==> src/rtl/hazard_ctrl.sv <==
`default_nettype none
// ============================================================================
// Module      : hazard_ctrl
// Description : Pipeline interlock controller around the decode stage.
//               A shift-register scoreboard tracks the destination register
//               (and load flag) of every instruction still in EX, MEM or WB.
//               RAW hazards on the decoding instruction stall IA and IF/ID
//               and inject ID/EX bubbles. A busy MEM stage freezes the whole
//               pipe. A taken branch flushes its fetched successor.
// Revision    : 1.0 - initial release
// ----------------------------------------------------------------------------
// Optional feature macro: HAZARD_CTRL_FORWARD_EN
//   defined   : only load-use hazards stall (one bubble); EX forwarding
//               selects point at the youngest matching scoreboard entry.
//   undefined : any in-flight writer stalls the reader until it leaves WB;
//               forwarding selects are tied to 0 (register file).
// ----------------------------------------------------------------------------
// Ports
//   clk            in   clock
//   rst            in   synchronous reset, active-high
//   id_valid       in   IF/ID holds a valid instruction
//   id_ra_addr     in   decoded ra address           id_ra_used  in  reads ra
//   id_rb_addr     in   decoded rb address           id_rb_used  in  reads rb
//   id_rd_addr     in   destination (0 = no write)   id_is_load  in  is a load
//   id_branch_req  in   ID resolved a BRA/CALL
//   mem_busy       in   MEM data access incomplete this cycle
//   ifid_stall     out  hold IA and IF/ID
//   ifid_flush     out  clear IF/ID to a bubble at the next edge
//   idex_bubble    out  load a NOP into ID/EX
//   pipe_freeze    out  hold ID/EX, EX/MEM, MEM/WB
//   fwd_a_sel      out  ra source for EX: 0 = regfile, k = scoreboard entry k
//   fwd_b_sel      out  rb source, same encoding
//   stall_cycles   out  saturating count of cycles with ifid_stall=1
// ============================================================================
module hazard_ctrl #(
    parameter int PIPE_DEPTH  = 3,
    parameter int STALL_CNT_W = 16
) (
    input  logic                            clk,
    input  logic                            rst,
    input  logic                            id_valid,
    input  logic [4:0]                      id_ra_addr,
    input  logic                            id_ra_used,
    input  logic [4:0]                      id_rb_addr,
    input  logic                            id_rb_used,
    input  logic [4:0]                      id_rd_addr,
    input  logic                            id_is_load,
    input  logic                            id_branch_req,
    input  logic                            mem_busy,
    output logic                            ifid_stall,
    output logic                            ifid_flush,
    output logic                            idex_bubble,
    output logic                            pipe_freeze,
    output logic [$clog2(PIPE_DEPTH+1)-1:0] fwd_a_sel,
    output logic [$clog2(PIPE_DEPTH+1)-1:0] fwd_b_sel,
    output logic [STALL_CNT_W-1:0]          stall_cycles
);

    localparam int SEL_W = $clog2(PIPE_DEPTH + 1);

    typedef enum logic [1:0] {
        ST_RUN    = 2'd0,
        ST_STALL  = 2'd1,
        ST_FREEZE = 2'd2
    } state_t;

    state_t state_q, state_d;

    // Scoreboard entry k holds the instruction k stages past ID
    // (1 = EX, 2 = MEM, 3 = WB for the default depth).
    logic [PIPE_DEPTH:1][4:0] sb_rd_q, sb_rd_d;
    logic [PIPE_DEPTH:1]      sb_ld_q, sb_ld_d;

    logic [STALL_CNT_W-1:0]   stall_cnt_q;

    logic [PIPE_DEPTH:1]      w_match_a;
    logic [PIPE_DEPTH:1]      w_match_b;
    logic                     w_hazard;
    logic                     w_issue;
    logic                     w_unused_ld;

    // ------------------------------------------------------------------
    // Per-entry operand match; register 0 is hard-wired and never hazards.
    // ------------------------------------------------------------------
    for (genvar k = 1; k <= PIPE_DEPTH; k++) begin : g_match
        assign w_match_a[k] = id_ra_used && (id_ra_addr != 5'd0) && (id_ra_addr == sb_rd_q[k]);
        assign w_match_b[k] = id_rb_used && (id_rb_addr != 5'd0) && (id_rb_addr == sb_rd_q[k]);
    end

`ifdef HAZARD_CTRL_FORWARD_EN
    // Results in EX..WB can be forwarded, except a load still in EX whose
    // data does not exist yet: that costs exactly one bubble.
    assign w_hazard = id_valid && sb_ld_q[1] && (w_match_a[1] || w_match_b[1]);

    // Youngest producer wins, so scan from the oldest entry down and let
    // the smaller index overwrite.
    always_comb begin
        fwd_a_sel = '0;
        fwd_b_sel = '0;
        for (int k = PIPE_DEPTH; k >= 1; k--) begin
            if (w_match_a[k]) begin
                fwd_a_sel = SEL_W'(k);
            end
            if (w_match_b[k]) begin
                fwd_b_sel = SEL_W'(k);
            end
        end
    end
`else
    // Without forwarding the reader waits until the writer has left WB.
    assign w_hazard  = id_valid && ((|w_match_a) || (|w_match_b));
    assign fwd_a_sel = '0;
    assign fwd_b_sel = '0;
`endif

    // Load flags only influence load-use detection in EX; the remaining
    // entries exist just to carry the flag down the pipe.
    assign w_unused_ld = ^sb_ld_q;

    // ------------------------------------------------------------------
    // State register
    // ------------------------------------------------------------------
    always_ff @(posedge clk) begin
        if (rst) begin
            state_q <= ST_RUN;
        end else begin
            state_q <= state_d;
        end
    end

    // ------------------------------------------------------------------
    // Next state. mem_busy dominates; a stall lasts exactly as long as the
    // hazard, so leaving STALL or FREEZE costs no extra dead cycle.
    // ------------------------------------------------------------------
    always_comb begin
        state_d = state_q;
        case (state_q)
            ST_RUN: begin
                if (mem_busy) begin
                    state_d = ST_FREEZE;
                end else if (w_hazard) begin
                    state_d = ST_STALL;
                end
            end
            ST_STALL: begin
                if (mem_busy) begin
                    state_d = ST_FREEZE;
                end else if (!w_hazard) begin
                    state_d = ST_RUN;
                end
            end
            ST_FREEZE: begin
                if (!mem_busy) begin
                    state_d = w_hazard ? ST_STALL : ST_RUN;
                end
            end
            default: begin
                state_d = ST_RUN;
            end
        endcase
    end

    // ------------------------------------------------------------------
    // Outputs decode the state the pipe is in during this cycle (state_d),
    // because a busy MEM or a hazard must hold the pipe in the same cycle.
    // A branch seen while stalled or frozen stays in IF/ID and flushes once
    // the stall is released.
    // ------------------------------------------------------------------
    always_comb begin
        pipe_freeze = 1'b0;
        ifid_stall  = 1'b0;
        idex_bubble = 1'b0;
        case (state_d)
            ST_FREEZE: begin
                pipe_freeze = 1'b1;
                ifid_stall  = 1'b1;
            end
            ST_STALL: begin
                ifid_stall  = 1'b1;
                idex_bubble = 1'b1;
            end
            default: begin
                pipe_freeze = 1'b0;
            end
        endcase
        ifid_flush = id_valid && id_branch_req && !ifid_stall;
    end

    // The branch itself moves on into ID/EX (a CALL writes r31 and must be
    // tracked); only the successor being fetched is flushed.
    assign w_issue = id_valid && !ifid_stall;

    // ------------------------------------------------------------------
    // Scoreboard shift
    // ------------------------------------------------------------------
    always_comb begin
        sb_rd_d = sb_rd_q;
        sb_ld_d = sb_ld_q;
        for (int k = PIPE_DEPTH; k >= 2; k--) begin
            sb_rd_d[k] = sb_rd_q[k-1];
            sb_ld_d[k] = sb_ld_q[k-1];
        end
        sb_rd_d[1] = w_issue ? id_rd_addr : 5'd0;
        sb_ld_d[1] = w_issue && id_is_load;
    end

    always_ff @(posedge clk) begin
        if (rst) begin
            sb_rd_q <= '0;
            sb_ld_q <= '0;
        end else if (!pipe_freeze) begin
            sb_rd_q <= sb_rd_d;
            sb_ld_q <= sb_ld_d;
        end
    end

    // ------------------------------------------------------------------
    // Saturating stall-cycle counter
    // ------------------------------------------------------------------
    always_ff @(posedge clk) begin
        if (rst) begin
            stall_cnt_q <= '0;
        end else if (ifid_stall && (stall_cnt_q != {STALL_CNT_W{1'b1}})) begin
            stall_cnt_q <= stall_cnt_q + STALL_CNT_W'(1);
        end
    end

    assign stall_cycles = stall_cnt_q;

endmodule
`default_nettype wire

==> config.mk <==
export PLATFORM = sky130hd
export DESIGN_NAME = hazard_ctrl
export DESIGN_NICKNAME = d
export VERILOG_FILES = /design/src/rtl/hazard_ctrl.sv
export SDC_FILE = /design/constraint.sdc
export NUM_CORES = 1
export LEC_CHECK = 0
export ABC_AREA = 1
export CORE_UTILIZATION = 45
export DETAILED_ROUTE_END_ITERATION = 7
export MAX_ROUTING_LAYER = met4
export PLACE_DENSITY = 0.75
export SLEW_MARGIN = 25
export SYNTH_ARGS = -nofsm -noshare
export SYNTH_HDL_FRONTEND = slang
export SYNTH_SLANG_ARGS = --single-unit
==> constraint.sdc <==
create_clock -name clk -period 2 [get_ports clk]
set_input_delay 0.3 -clock clk [delete_from_list [all_inputs] [get_ports clk]]
set_output_delay 0.3 -clock clk [all_outputs]
set_load 0.005 [all_outputs]
### Word level (Yosys, flattened, before mapping)

Index checks and enable logic that the tools add are counted.

* reductions and logical operators: 21
* eq/ne operators: 11
* multiply operators: 0
* shift operators: 0
* divide/modulo/power cells: 0
* magnitude comparators: 0
* $add $sub $neg: 1
* multiplexer cells: 11
* bitwise operators: 0

Operators with widths (count)
* 5-bit == test: 6
* 16-bit by 1-bit adder with 16-bit output (second input constant): 1
* 16-bit != test (second input constant): 1
* 1-bit logical AND: 13
* 2-bit 2-to-1 mux: 5
* 5-bit nonzero test: 2
* 2-bit case mux with 3 select lines: 1
* 3-bit OR reduction: 2
* 5-bit 2-to-1 mux: 1
* 2-bit by 1-bit == test with 1-bit output (second input constant): 2
* 2-bit == test (second input constant): 2
* 1-bit 2-to-1 mux: 4
* 2-bit logical NOT: 1
* 2-bit OR reduction: 1
* 1-bit logical NOT: 1
* 1-bit logical OR: 1

* memories kept: 0
* latch bits: 0
* memory bits (writable): 0
* input bits: 23
* output and inout port bits: 24
* flip-flop bits (word level): 33
* ROM bits: 0
* word-level logic and storage cells: 49

### Longest topological paths before layout

* depth in word-level cells: 15
* gate-level depth with buffers: 18
* gate-level depth less buffers: 18

### Worst setup path before layout

Ideal clock, no wire load.

* path kind: reg2reg
* start: reg sb_rd_q (netlist bit sb_rd_d[13])
* end: reg sb_rd_q (netlist bit sb_rd_d[7])
* clock period less this slack: 1.874 ns
* setup time: 0.070 ns
* cell stages (with the launch flop): 16
* data arrival time: 1.804 ns
* buffers on the path: 2
* required time: 1.930 ns
* path slack: 0.126 ns
* cell sequence: dfxtp_1 > inv_1 > nand2_1 > nand2_1 > nor2_1 > nand3_1 > nand3_1 > nand2_1 > nand2_1 > nand2_1 > ha_1 > clkbuf_1 > inv_1 > clkbuf_1 > o21ai_0 > a21oi_1

* elaborated cells on any way between the ends: 23
* classes of those cells: eq/ne: 4; mux: 10; reduce/logical: 9

RTL lines
* from (decl): RTL line 71 `logic [PIPE_DEPTH:1][4:0] sb_rd_q, sb_rd_d;`
* from (signal assigned): RTL line 212 `sb_rd_q <= sb_rd_d;`
* 5-bit == test (on tied branches): RTL line 86, 87
* 1-bit logical AND (on tied branches): RTL line 86, 87
* 3-bit OR reduction: RTL line 111 `assign w_hazard = id_valid && ((|w_match_a) || (|w_match_b));`
* 1-bit logical OR (*): RTL line 111
* 1-bit logical AND (*): RTL line 111
* 1-bit 2-to-1 mux (tied with other cells): RTL line 154 `state_d = w_hazard ? ST_STALL : ST_RUN;`
* 2-bit 2-to-1 mux (on tied branches): RTL line 153, 139, 146
* 2-bit case mux with 3 select lines (*): RTL line 137 `case (state_q)`
* 2-bit == test (*): RTL line 173 `case (state_d)`
* 1-bit 2-to-1 mux (*): RTL line 173
* named net pipe_freeze: RTL line 53 `output logic pipe_freeze,`

Mark *: on every way through the listed nets, which the timed path passes. The rest lies on a longest branch.
A chain may end at the register's enable or synchronous reset.

### Worst setup path in the final report

* start: reg sb_rd_q (netlist bit sb_rd_d[8])
* end: out ifid_stall

* word-level cells in the longest chain between the ends: 11
* elaborated cells on any way between the ends: 19
* classes of those cells: eq/ne: 4; mux: 8; reduce/logical: 7

Ends and longest elaborated chain
* 5-bit == test (on tied branches): RTL line 86, 87
* 1-bit logical AND (on tied branches): RTL line 86, 87
* 3-bit OR reduction: RTL line 111
* 1-bit logical OR (*): RTL line 111
* 1-bit logical AND (*): RTL line 111
* 1-bit 2-to-1 mux (tied with other cells): RTL line 154
* 2-bit 2-to-1 mux (on tied branches): RTL line 153, 139, 146
* 2-bit case mux with 3 select lines (*): RTL line 137
* 2-bit == test / 2-bit by 1-bit == test with 1-bit output (equally long branches): RTL line 173
* 2-bit OR reduction (no source line) (*)
* 1-bit 2-to-1 mux (*): RTL line 173
* to (decl): RTL line 50 `output logic ifid_stall,`

Every way passes the cells marked *; elsewhere a longest branch is shown, timed or not.

==> flow_summary.ini <==
[pwr]
p_leak_nw = 1.37
p_sw_mw = 0.476
switching_share = 0.285
pwr-share-comb = 0.238
p_seq_frac = 0.431
powerDensity_nw_per_um2 = 540
ir_drop_mv = 0.423
clkPwrFrac = 0.331
intPower_mw = 1.20

[clock_tree]
cts_tree = done
clock_sinks = 33
clockRootBuffer = clkbuf_8
cts_buffer_depth = 2
hold_buffers = 0
clk_latency_ns = 0.28
h-tree-depth = 2
cts.clk_slew.worst_paths_ns = 0.07
numCtsBuffers = 5

[global_route]
grt_pass1_wl_mm = 9.21
grt_max_degree = 21
grtUsageTotal = 0.241
grt_pass1_vias = 2104
grt.overflow.total = 0
antenna_found_initial = 0

[synth]
synth_area_leader_cell = dfxtp_1
syn_inst = 339
synth_area_per_cell_um2 = 6.16
synth_top_area_share = 0.317
netlist_area_um2 = 2090
synth_seq_area_share = 0.317
synth_cell_types = 24
ys_warn_count = 0
yosys_register_bits = 33
synthTopCellsByArea = dfxtp_1, nand2_1, inv_1

[critical_path]
slowest_delay_ns = 0.37
path_max_fanout = 4
cp_cell_sequence = inv_1 -> nand2_1 -> nand2_1 -> nor2_1 -> nand3_1 -> nand3_1 -> nand2_1 -> nand2_1 -> nand2_2 -> ha_4 -> buf_4 -> inv_4 -> buf_6
r2r_start = sb_rd_d[8]$_SDFFE_PP0N_
worstPathArrival_ns = 1.84
crit_slowest_cell = dfxtp_4
cp_common_cell = nand2_1
critPathTopFamily = simple AND/OR/NAND/NOR gates
path_class = flip-flop to output pin
required_ns = 1.70
start_kind = flip-flop
setup.worst_path.start = sb_rd_d[8]$_SDFFE_PP0N_
critPathBufInv = 4
crit_path_end_kind = output pin

[cells_and_area]
mostFrequentLayoutCells = nand2_1, buf_4, nor2_1
final_cell_area_um2 = 3100
num_antenna_cells = 0
instances_no_fill = 472
drive_gt1_frac = 0.288
fin_nets = 445
syn_to_final_growth_pct = 48.4
final_common_cell = nand2_1

[sta]
rsz0062_at_grt = true
worst_pin_slew_ns = 0.589
maxSlewHeadroom = 0.604
slew_violations = 0
fin_crit_sh = 1.07
setup_viol = 19
post-route-min-period_ns = 2.14
setup_tns_ns = -1.37
setup_ws_ns = -0.140
fmaxAchievable_ghz = 0.467
fin_skew_ns = 0.00873
final-hold-violation-count = 0

[floorplan]
initial_core_util = 0.473
core-area_um2 = 4410
rows = 24
fp.dieH_um = 70.1
ioPinCount = 47
dieWidth_um = 70.1
die-area_um2 = 4910

[place]
place_hpwl_mm = 3.97
portBuffers = 41
pre_cts_ws_ns = -0.836
gp_congestion = 0.919
placed_area_um2 = 2750
dpl.cell_count = 457

[status]
run_status = complete, but fails checks
violations = negative setup slack

[routing]
vias = 2333
drc = 0
via_per_inst = 4.94
wl_per_cell_um = 12.9
routed_wl_mm = 6.07
ant_nets = 0
drtIter0Drc = 114
drtPass1Iterations = 4

[min_path]
hold_path_startpoint = stall_cycles[15]$_SDFFE_PP0P_
hold_class = flip-flop to flip-flop

[flow_run]
cap_violations = 0
logic make-up (layout without fill, tap and decap cells):
group | count (synthesis) | in the layout | synth area share
xor gates and xnor gates | 16 | 16 | 0.0671
buffers and inverters | 55 | 133 | 0.115
and+or+nand+nor | 186 | 186 | 0.370
AOI/OAI and AO/OA | 45 | 45 | 0.112
adders and majority gates | 3 | 3 | 0.0180
DFF | 33 | 33 | 0.317
other | 1 | 4 | 0.00180
power groups by stage:
stage	clock network, mW	logic, mW	registers, mW
final	0.553	0.399	0.721
after global routing	0.589	0.436	0.723
after CTS	0.564	0.356	0.720
after floorplan	0	0.177	0.724
after global placement	0	0.325	0.730
after detailed placement	0	0.330	0.731
area by class of cell:
class,count,area (um^2)
multi-input cells,254,1330
fillers,358,1320
repair buffers,82,733
flip-flops and latches,33,687
inverters,43,185
clock buffers,7,96.3
well taps,52,65.1
clock inverters,1,5.00
state kept, by name (all words and copies together), names as in the netlist:
| signal | flops |
|---|---|
| stall_cycles | 16 |
| sb_rd_d | 10 |
| sb_rd_q | 5 |
| state_q | 2 |
final timing paths:
check	cells after the start	slack, ns	endpoint
worst min register to register	2	0.49	stall_cycles[15]$_SDFFE_PP0P_
worst max-delay path	13	-0.14	ifid_stall
worst max register to register	17	-0.13	stall_cycles[4]$_SDFFE_PP0P_
worst min-delay path	2	0.49	stall_cycles[15]$_SDFFE_PP0P_
through the flow:
stage / hold slack, ns / util / power, mW
after floorplan: 0.441 / - / 0.901
after global placement: 0.486 / 0.623 / 1.05
after detailed placement: 0.490 / 0.623 / 1.06
after CTS: 0.498 / 0.667 / 1.64
after global routing: 0.514 / 0.702 / 1.75
final: 0.495 / 0.702 / 1.67
synth_stat cells:
cell / number
xor2_1: 8
buf_4: 4
dfxtp_1: 33
nand2_4: 1
o21ai_0: 20
nand2_1: 118
nand3_1: 14
nand3_2: 2
conb_1: 1
buf_8: 1
inv_1: 42
nor2_1: 38
nand4_1: 4
nor3_1: 6
buf_6: 1
nor3_4: 1
a21oi_2: 2
a21oi_1: 23
ha_1: 3
nor3b_1: 1
clkbuf_1: 6
xnor2_1: 8
inv_2: 1
nor2_2: 1
routing by layer:
layer	track usage	up-vias	share of wire
met4	0.0756	0	0.019
met2	0.428	75	0.51
li1	-	1203	-
met5	-	-	0
met1	0.274	1044	0.42
met3	0.0418	11	0.045
worst reg2reg max path, delay by kind of cell (launching register included):
kind                     cells  cell delay, ns
AND/OR/NAND/NOR             11            0.92
buffers and inverters        5            0.51
adder cells (fa/ha/maj)      1            0.25
flip-flops                   1            0.37
what timing repair did:
action                     CTS  global route
gates resized for setup     62            49
cloned                       1             0
pin swaps                   18            24
setup endpoints to repair   35            35
buffers inserted             2             6
(Power assumes the default switching activity.)
